File: src/rtl/led_fader.sv
// Per-LED brightness fader: turns each on/off pattern bit into an 8-bit level that
// ramps toward its target once per fade tick, then drives one PWM output per channel.
module led_fader #(
    parameter int CLK_FREQ  = 25_000_000,
    parameter int FADE_HZ   = 1_000,
    parameter int RISE_STEP = 64,
    parameter int FALL_STEP = 8
) (
    input  logic       clk,
    input  logic       rst_n,
    input  logic [7:0] pattern_in,
    input  logic [7:0] max_level,
    output logic [7:0] led_out,
    output logic       busy
);

    localparam int              DIV      = CLK_FREQ / FADE_HZ;
    localparam int              DIV_W    = $clog2(DIV);
    localparam logic [DIV_W-1:0] DIV_LAST = DIV_W'(DIV - 1);
    localparam logic [8:0]      RISE9    = 9'(RISE_STEP);
    localparam logic [8:0]      FALL9    = 9'(FALL_STEP);

    logic [7:0]       pat_q;
    logic [7:0]       pat_d;
    logic [DIV_W-1:0] div_q;
    logic [DIV_W-1:0] div_d;
    logic [7:0]       pwm_cnt_q;
    logic [7:0]       pwm_cnt_d;
    logic [7:0]       led_q;
    logic [7:0]       led_d;
    logic [7:0]       level_q [8];
    logic [7:0]       level_d [8];
    logic [7:0]       target  [8];
    logic [7:0]       mismatch;
    logic             tick;
    logic [8:0]       rise_sum;
    logic [8:0]       fall_dif;

    assign tick      = (div_q == DIV_LAST);
    assign div_d     = tick ? '0 : div_q + DIV_W'(1);
    assign pwm_cnt_d = pwm_cnt_q + 8'd1;
    assign pat_d     = pattern_in;

    always_comb begin
        for (int i = 0; i < 8; i++) begin
            target[i]   = pat_q[i] ? max_level : 8'd0;
            mismatch[i] = (level_q[i] != target[i]);
            led_d[i]    = (level_q[i] > pwm_cnt_q);
        end
    end

    // The 9-bit sum/difference exposes overflow and borrow, so a step never wraps past the target.
    always_comb begin
        // NOTE: every output of this block gets a default before any branch, so no latch is inferred.
        rise_sum = '0;
        fall_dif = '0;
        for (int i = 0; i < 8; i++) begin
            level_d[i] = level_q[i];
            rise_sum   = {1'b0, level_q[i]} + RISE9;
            fall_dif   = {1'b0, level_q[i]} - FALL9;
            if (tick) begin
                if (level_q[i] < target[i]) begin
                    level_d[i] = (rise_sum > {1'b0, target[i]}) ? target[i] : rise_sum[7:0];
                end else if (level_q[i] > target[i]) begin
                    level_d[i] = (fall_dif[8] || (fall_dif[7:0] < target[i])) ? target[i]
                                                                                : fall_dif[7:0];
                end
            end
        end
    end

    // NOTE: state registers use non-blocking assignments so every flop samples pre-edge values.
    always_ff @(posedge clk) begin
        if (!rst_n) begin
            pat_q     <= '0;
            div_q     <= '0;
            pwm_cnt_q <= '0;
            led_q     <= '0;
            // NOTE: the level array is real channel state (not storage), so it is cleared on reset.
            for (int i = 0; i < 8; i++) level_q[i] <= '0;
        end else begin
            pat_q     <= pat_d;
            div_q     <= div_d;
            pwm_cnt_q <= pwm_cnt_d;
            led_q     <= led_d;
            for (int i = 0; i < 8; i++) level_q[i] <= level_d[i];
        end
    end

    assign led_out = led_q;
    assign busy    = |mismatch;

endmodule

File: config.mk
export PLATFORM = sky130hd
export DESIGN_NAME = led_fader
export DESIGN_NICKNAME = d
export VERILOG_FILES = /design/src/rtl/led_fader.sv
export SDC_FILE = /design/constraint.sdc
export NUM_CORES = 1
export LEC_CHECK = 0
export ABC_AREA = 1
export CAP_MARGIN = 20
export CORE_MARGIN = 5
export CORE_UTILIZATION = 30
export DETAILED_ROUTE_END_ITERATION = 7
export MAX_ROUTING_LAYER = met4
export PLACE_DENSITY = 0.54
export REMOVE_ABC_BUFFERS = 1
export SLEW_MARGIN = 20
export SYNTH_ARGS = -nofsm -noshare
export SYNTH_HDL_FRONTEND = slang
export SYNTH_SLANG_ARGS = --single-unit
File: constraint.sdc
create_clock -name clk -period 5.9 [get_ports clk]
set_input_delay 1.18 -clock clk [delete_from_list [all_inputs] [get_ports clk]]
set_output_delay 1.18 -clock clk [all_outputs]
set_load 0.02 [all_outputs]
==> flow_summary_export.csv, run 1 <==
group,metric,value,unit
synth,synth-edff-count,0,
critical_path,end_kind,"output pin",
cts,htreeDepth,3,
floorplanning,ios,27,
synth,synthFlopType,"dfxtp_1",
sta,period_share,0.945,
synth,yosys_warnings,0,
sta,rsz0062_at_grt,"false",
status,status,"completed",
drt,avgRoutedWirePerCell,14.4,um
run,cap_violations,0,
sta,hold_viol_final,0,
synth,syn_area,11600,um2
finish,final_common_cell,"nand2_1",
cts,cts_tree,"built",
cts,cts_buffers,9,
synth,synth_seq_cells,103,
global_routing,overflow,0,
sta,finalClockSkew,14.5,ps
cts,cts_setup_buffers,0,
cts,clk_transition_reported_paths,70,ps
min_path,hold_path.startpoint,"div_q[0]",
synth,netlist_instances,1807,
cts,cts-root-buf,"clkbuf_16",
cts,cts.path.max_buffers,2,
sta,worst_pin_slew,944,ps
drt,num_vias,11200,
power,power-per-cell-area,134,nW/um2
placement,io_buffers,26,
floorplanning,die_w,206,um
drt,drc,0,
global_routing,antenna_found_initial,0,
sta,final_max_slew_viol_count,0,
cts,clock-sinks,103,
sta,setup_tns,0,ps
floorplanning,initial_core_util,0.302,
drt,first_pass_iters,5,
cts,cts_resized,0,
finish,fin_nets,2063,
drt,ant_nets,0,
floorplanning,die_h,206,um
synth,synthDistinctLibCells,49,
min_path,hold_path.class,"reg2reg",
critical_path,worst-r2r-cell-count,15,
finish,final_cell_mix,"479 x nand2_1, 257 x inv_1, 216 x nor2_1",
critical_path,critPathCapture,"busy",
placement,place_congestion,0.897,
cts,postCtsHoldBufs,0,
finish,n_antenna_cell,0,
critical_path,cp_max_fo,8,
synth,syn_area_per_cell,6.41,um2
sta,fmax,0.179,GHz
synth,async_flop_share,0,
global_routing,track_usage,0.164,
drt,avgViaCountPerCell,4.79,
power,ir_worst_vdd,139,uV
finish,fin_util,0.332,
cts,clock_latency,380,ps
critical_path,r2r_slack,3140,ps
floorplanning,fp-row-count,72,
drt,wirelength,33.8,mm
critical_path,cp.arrival,4390,ps
floorplanning,core_area,38400,um2
critical_path,r2r_end,"level_q[1][9]",
synth,synth_seq_area_share,0.178,
critical_path,cp-startpoint,"max_level[6]",
critical_path,crit_path_start_kind,"primary input",
sta,hold_slack,455,ps
global_routing,grt_pass1_vias,10400,
power,totalPowerFinal,1.71,mW
finish,layout-drive-gt1-share,0.0475,
critical_path,critical_path_required,4720,ps
sta,finalCriticalPeriod,5570,ps
power,p_leak,6.49,nW
sta,setup_viol,0,
finish,fillers,4224,
drt,drt_iter0_drc,709,
critical_path,r2r-start,"level_q[1][11]",
critical_path,worst-setup-path-type,"in2out",
global_routing,grt_max_degree,43,
finish,area_growth,10.0,%
floorplanning,die_area,42600,um2
global_routing,grt_pass1_wl,53.9,mm
placement,hpwl,25.8,mm
sta,max_slew_margin,0.370,
final cells by class:
type                            count  area (um2)  area share
Tap cell                          518         648      0.0509
Inverter                          272        1020      0.0804
Clock inverter                      6        61.3     0.00482
Multi-Input combinational cell   1404        8370       0.657
Timing Repair Buffer               37         338      0.0265
Sequential cell                   103        2060       0.162
Clock buffer                       10         229      0.0180
through the flow:
stage          instances  instance area (um2)  setup slack (ps)
6_report            2350                12700               326
5_1_grt             2350                12700               124
4_1_cts             2350                12700               294
3_5_place_dp        2334                12400               292
3_3_place_gp        2334                12400               343
2_1_floorplan       1779                11500              2240
cells in the mapped netlist (3+ instances only):
library cell | instances | area share
nand2_1 | 479 | 0.16
inv_1 | 257 | 0.083
nor2_1 | 216 | 0.070
ha_1 | 210 | 0.23
nand3_1 | 146 | 0.063
a21oi_1 | 106 | 0.046
dfxtp_1 | 103 | 0.18
o21ai_0 | 39 | 0.017
nor3_1 | 24 | 0.010
clkbuf_1 | 22 | 0.0071
nand4_1 | 21 | 0.011
o21ai_1 | 19 | 0.0082
xor2_1 | 19 | 0.014
inv_2 | 14 | 0.0045
nand2_2 | 14 | 0.0076
a21boi_0 | 9 | 0.0058
a21o_1 | 9 | 0.0058
fa_1 | 8 | 0.014
and3_1 | 7 | 0.0038
xnor2_1 | 7 | 0.0053
a21oi_4 | 6 | 0.0084
nor3_2 | 6 | 0.0052
o21a_1 | 6 | 0.0039
a31oi_1 | 5 | 0.0027
nand3b_1 | 5 | 0.0032
nor3b_1 | 5 | 0.0032
o41ai_1 | 5 | 0.0038
a21boi_1 | 4 | 0.0026
nor2_2 | 4 | 0.0022
and2_1 | 3 | 0.0016
nand3_2 | 3 | 0.0026
nand3_4 | 3 | 0.0045
power breakdown:
part / total, mW / internal (mW) / switching (mW) / leakage (nW)
registers: 0.721 / 0.706 / 0.0154 / 0.834
logic: 0.352 / 0.118 / 0.235 / 5.51
clock network: 0.634 / 0.328 / 0.305 / 0.142
total: 1.71 / 1.15 / 0.555 / 6.49
cells by family (layout without fill, tap and decap cells):
logic type | Yosys count | in the layout | share of synthesized area
flip-flops | 103 | 103 | 0.178
AND/OR/NAND/NOR | 946 | 946 | 0.354
buffers and inverters | 300 | 325 | 0.0987
adder cells (fa/ha/maj) | 218 | 218 | 0.241
AO/OA/AOI/OAI | 214 | 214 | 0.108
XOR/XNOR | 26 | 26 | 0.0197
worst min path at each step:
stage,depth (start not counted),end
3_5_place_dp,1,div_q[0]
5_1_grt,1,div_q[0]
2_1_floorplan,1,div_q[0]
3_3_place_gp,1,div_q[0]
4_1_cts,1,div_q[0]
6_report,1,div_q[0]
critical path: stages:
cell,delay [ps]
clkdlybuf4s50_1,890
nand2_1,260
ha_1,380
nor2_1,150
and3_1,190
nand2_1,70
inv_1,130
nand4_1,110
nor2_1,230
nand4_1,210
clkdlybuf4s50_1,600
per-layer routing:
| layer | global-route usage | vias to the layer above | share of wire |
|---|---|---|---|
| met5 | - | - | 0 |
| met4 | 0.0361 | 0 | 0.019 |
| met3 | 0.0282 | 44 | 0.045 |
| met2 | 0.264 | 194 | 0.45 |
| met1 | 0.216 | 5117 | 0.49 |
| li1 | - | 5891 | - |
registers in the layout (all words and copies together), names as in the netlist:
| register | cells |
|---|---|
| div_q | 15 |
| pat_q | 8 |
| level_q | 64 |
| led_out | 8 |
| pwm_cnt_q | 8 |
Note: power is estimated with default switching activity, not from simulation.
==> run 2, diff against run 1 <==
==> constraint.sdc (replaced) <==
create_clock -name clk -period 5.9 [get_ports clk]
set_input_delay 1.18 -clock clk [delete_from_list [all_inputs] [get_ports clk]]
set_output_delay 1.18 -clock clk [all_outputs]
set_load 0.1 [all_outputs]
==> flow_summary_export.csv, run 2 (same netlist as run 1, synthesis figures left out) <==
group,metric,value,unit
status,status,"completed",
floorplanning,core_area,38400,um2
global_routing,antenna_found_initial,0,
finish,largest_register_ffs,64,
cts,cts_buffers,9,
sta,final_max_slew_viol_count,0,
finish,stdcell_area,12700,um2
sta,hold_viol_final,0,
drt,drt_iter0_drc,743,
global_routing,grt_use_met3,0.0209,
critical_path,r2r-start,"pat_q[2]",
critical_path,end_kind,"output pin",
cts,cts_resized,0,
finish,layout-drive-gt1-share,0.0470,
drt,avgRoutedWirePerCell,14.1,um
drt,drc,0,
floorplanning,initial_core_util,0.302,
drt,avgViaCountPerCell,4.77,
sta,finalClockSkew,13.3,ps
power,ir_worst_vdd,144,uV
finish,fin_util,0.332,
floorplanning,die_h,206,um
sta,fmax,0.183,GHz
min_path,hold_path.class,"reg2reg",
cts,clk_transition_reported_paths,70,ps
sta,setup_tns,0,ps
finish,top_regs,"level_q (64), div_q (15)",
power,comb_power_share,0.217,
global_routing,overflow,0,
finish,area_growth,10.0,%
run,cap_violations,0,
critical_path,worst-setup-path-type,"in2out",
global_routing,grtUsageMet1,0.214,
critical_path,r2r_end,"level_q[0][18]",
placement,hpwl,25.5,mm
floorplanning,die_area,42600,um2
finish,final_cell_mix,"479 x nand2_1, 257 x inv_1, 216 x nor2_1",
cts,cts_tree,"built",
cts,cts-root-buf,"clkbuf_16",
critical_path,crit_path_start_kind,"primary input",
power,clkPwrFrac,0.371,
global_routing,grt_pass1_vias,10600,
cts,clock-sinks,103,
global_routing,top_usage_layer,"met2",
power,p_leak,6.49,nW
sta,period_share,0.924,
cts,cts_setup_buffers,0,
drt,wirelength,33.1,mm
drt,ant_nets,0,
sta,worst_pin_slew,986,ps
placement,io_buffers,26,
drt,num_vias,11200,
min_path,holdPathEnd,"div_q[0]",
drt,first_pass_iters,5,
global_routing,track_usage,0.161,
cts,postCtsHoldBufs,0,
cts,cts.path.max_buffers,2,
cts,clock_latency,370,ps
sta,max_slew_margin,0.341,
power,sw_frac_of_total,0.334,
finish,fin_nets,2060,
finish,regMostFlops,"level_q",
sta,setup_viol,0,
floorplanning,die_w,206,um
global_routing,grt_use_met2,0.260,
cts,htreeDepth,3,
power,p_switching,0.585,mW
critical_path,critical_path_required,4720,ps
power,cell_internal_pwr,1.17,mW
critical_path,cp_max_fo,9,
global_routing,grt_max_degree,41,
min_path,hold_path.startpoint,"div_q[0]",
floorplanning,ios,27,
min_path,min_delay_path_depth,1,
sta,finalCriticalPeriod,5450,ps
finish,final_common_cell,"nand2_1",
critical_path,r2r_slack,3110,ps
critical_path,cp.arrival,4270,ps
finish,fillers,4219,
power,power-per-cell-area,137,nW/um2
placement,place_congestion,0.913,
critical_path,worst-r2r-cell-count,13,
placement,placed_area,12400,um2
finish,n_antenna_cell,0,
global_routing,grt_pass1_wl,53.8,mm
sta,rsz0062_at_grt,"false",
floorplanning,fp-row-count,72,
power,seqPwrFrac,0.412,
run 2: changes by cell type in the layout (fill, tap and decap cells not counted):
cell	delta
buf_4	-3
clkinv_2	-2
buf_12	+1
clkbuf_8	+1
clkbuf_1	-1
clkinv_4	+1
clkdlybuf4s50_1	-1
inv_6	+1
run 2: worst max-delay path by stage:
stage                            start   end  slack, ps
after detailed placement  max_level[3]  busy        510
after CTS                 max_level[3]  busy        510
after global placement    max_level[6]  busy        570
after floorplan           max_level[6]  busy       1560
final                     max_level[3]  busy        450
after global routing      max_level[6]  busy        320
run 2: cell type report:
type,instances,area (um2),area share
Inverter,272,1020,0.0804
Multi-Input combinational cell,1404,8370,0.657
Timing Repair Buffer,34,325,0.0255
Clock buffer,10,239,0.0188
Clock inverter,6,68.8,0.00540
Tap cell,518,648,0.0509
Sequential cell,103,2060,0.162
run 2: routing by layer:
metal	up-vias	routed length [um]
li1	5876	-
met4	0	552
met3	40	1250
met5	-	0
met1	5079	16400
met2	206	15000
run 2: power groups by stage:
stage	Combinational, mW	Clock (mW)	Sequential (mW)
final	0.381	0.648	0.721
after global routing	0.425	0.697	0.723
after CTS	0.380	0.675	0.721
after detailed placement	0.379	0	0.737
after global placement	0.377	0	0.737
after floorplan	0.227	0	0.768
run 2: critical path, cell delays in order:
cell	delay, ps
clkdlybuf4s50_1	920
nand2_1	240
ha_1	410
nor2_1	150
nand3_1	110
nor3_2	290
inv_1	150
nor2_1	280
nand4_1	280
buf_12	260
run 2: per-stage QoR:
step	hold slack (ps)	std cells	worst slack, ps	power (mW)
2_1_floorplan	418	1779	1560	0.995
3_3_place_gp	429	2331	571	1.11
3_5_place_dp	444	2331	513	1.12
4_1_cts	455	2347	510	1.78
5_1_grt	483	2347	318	1.85
6_report	451	2347	446	1.75
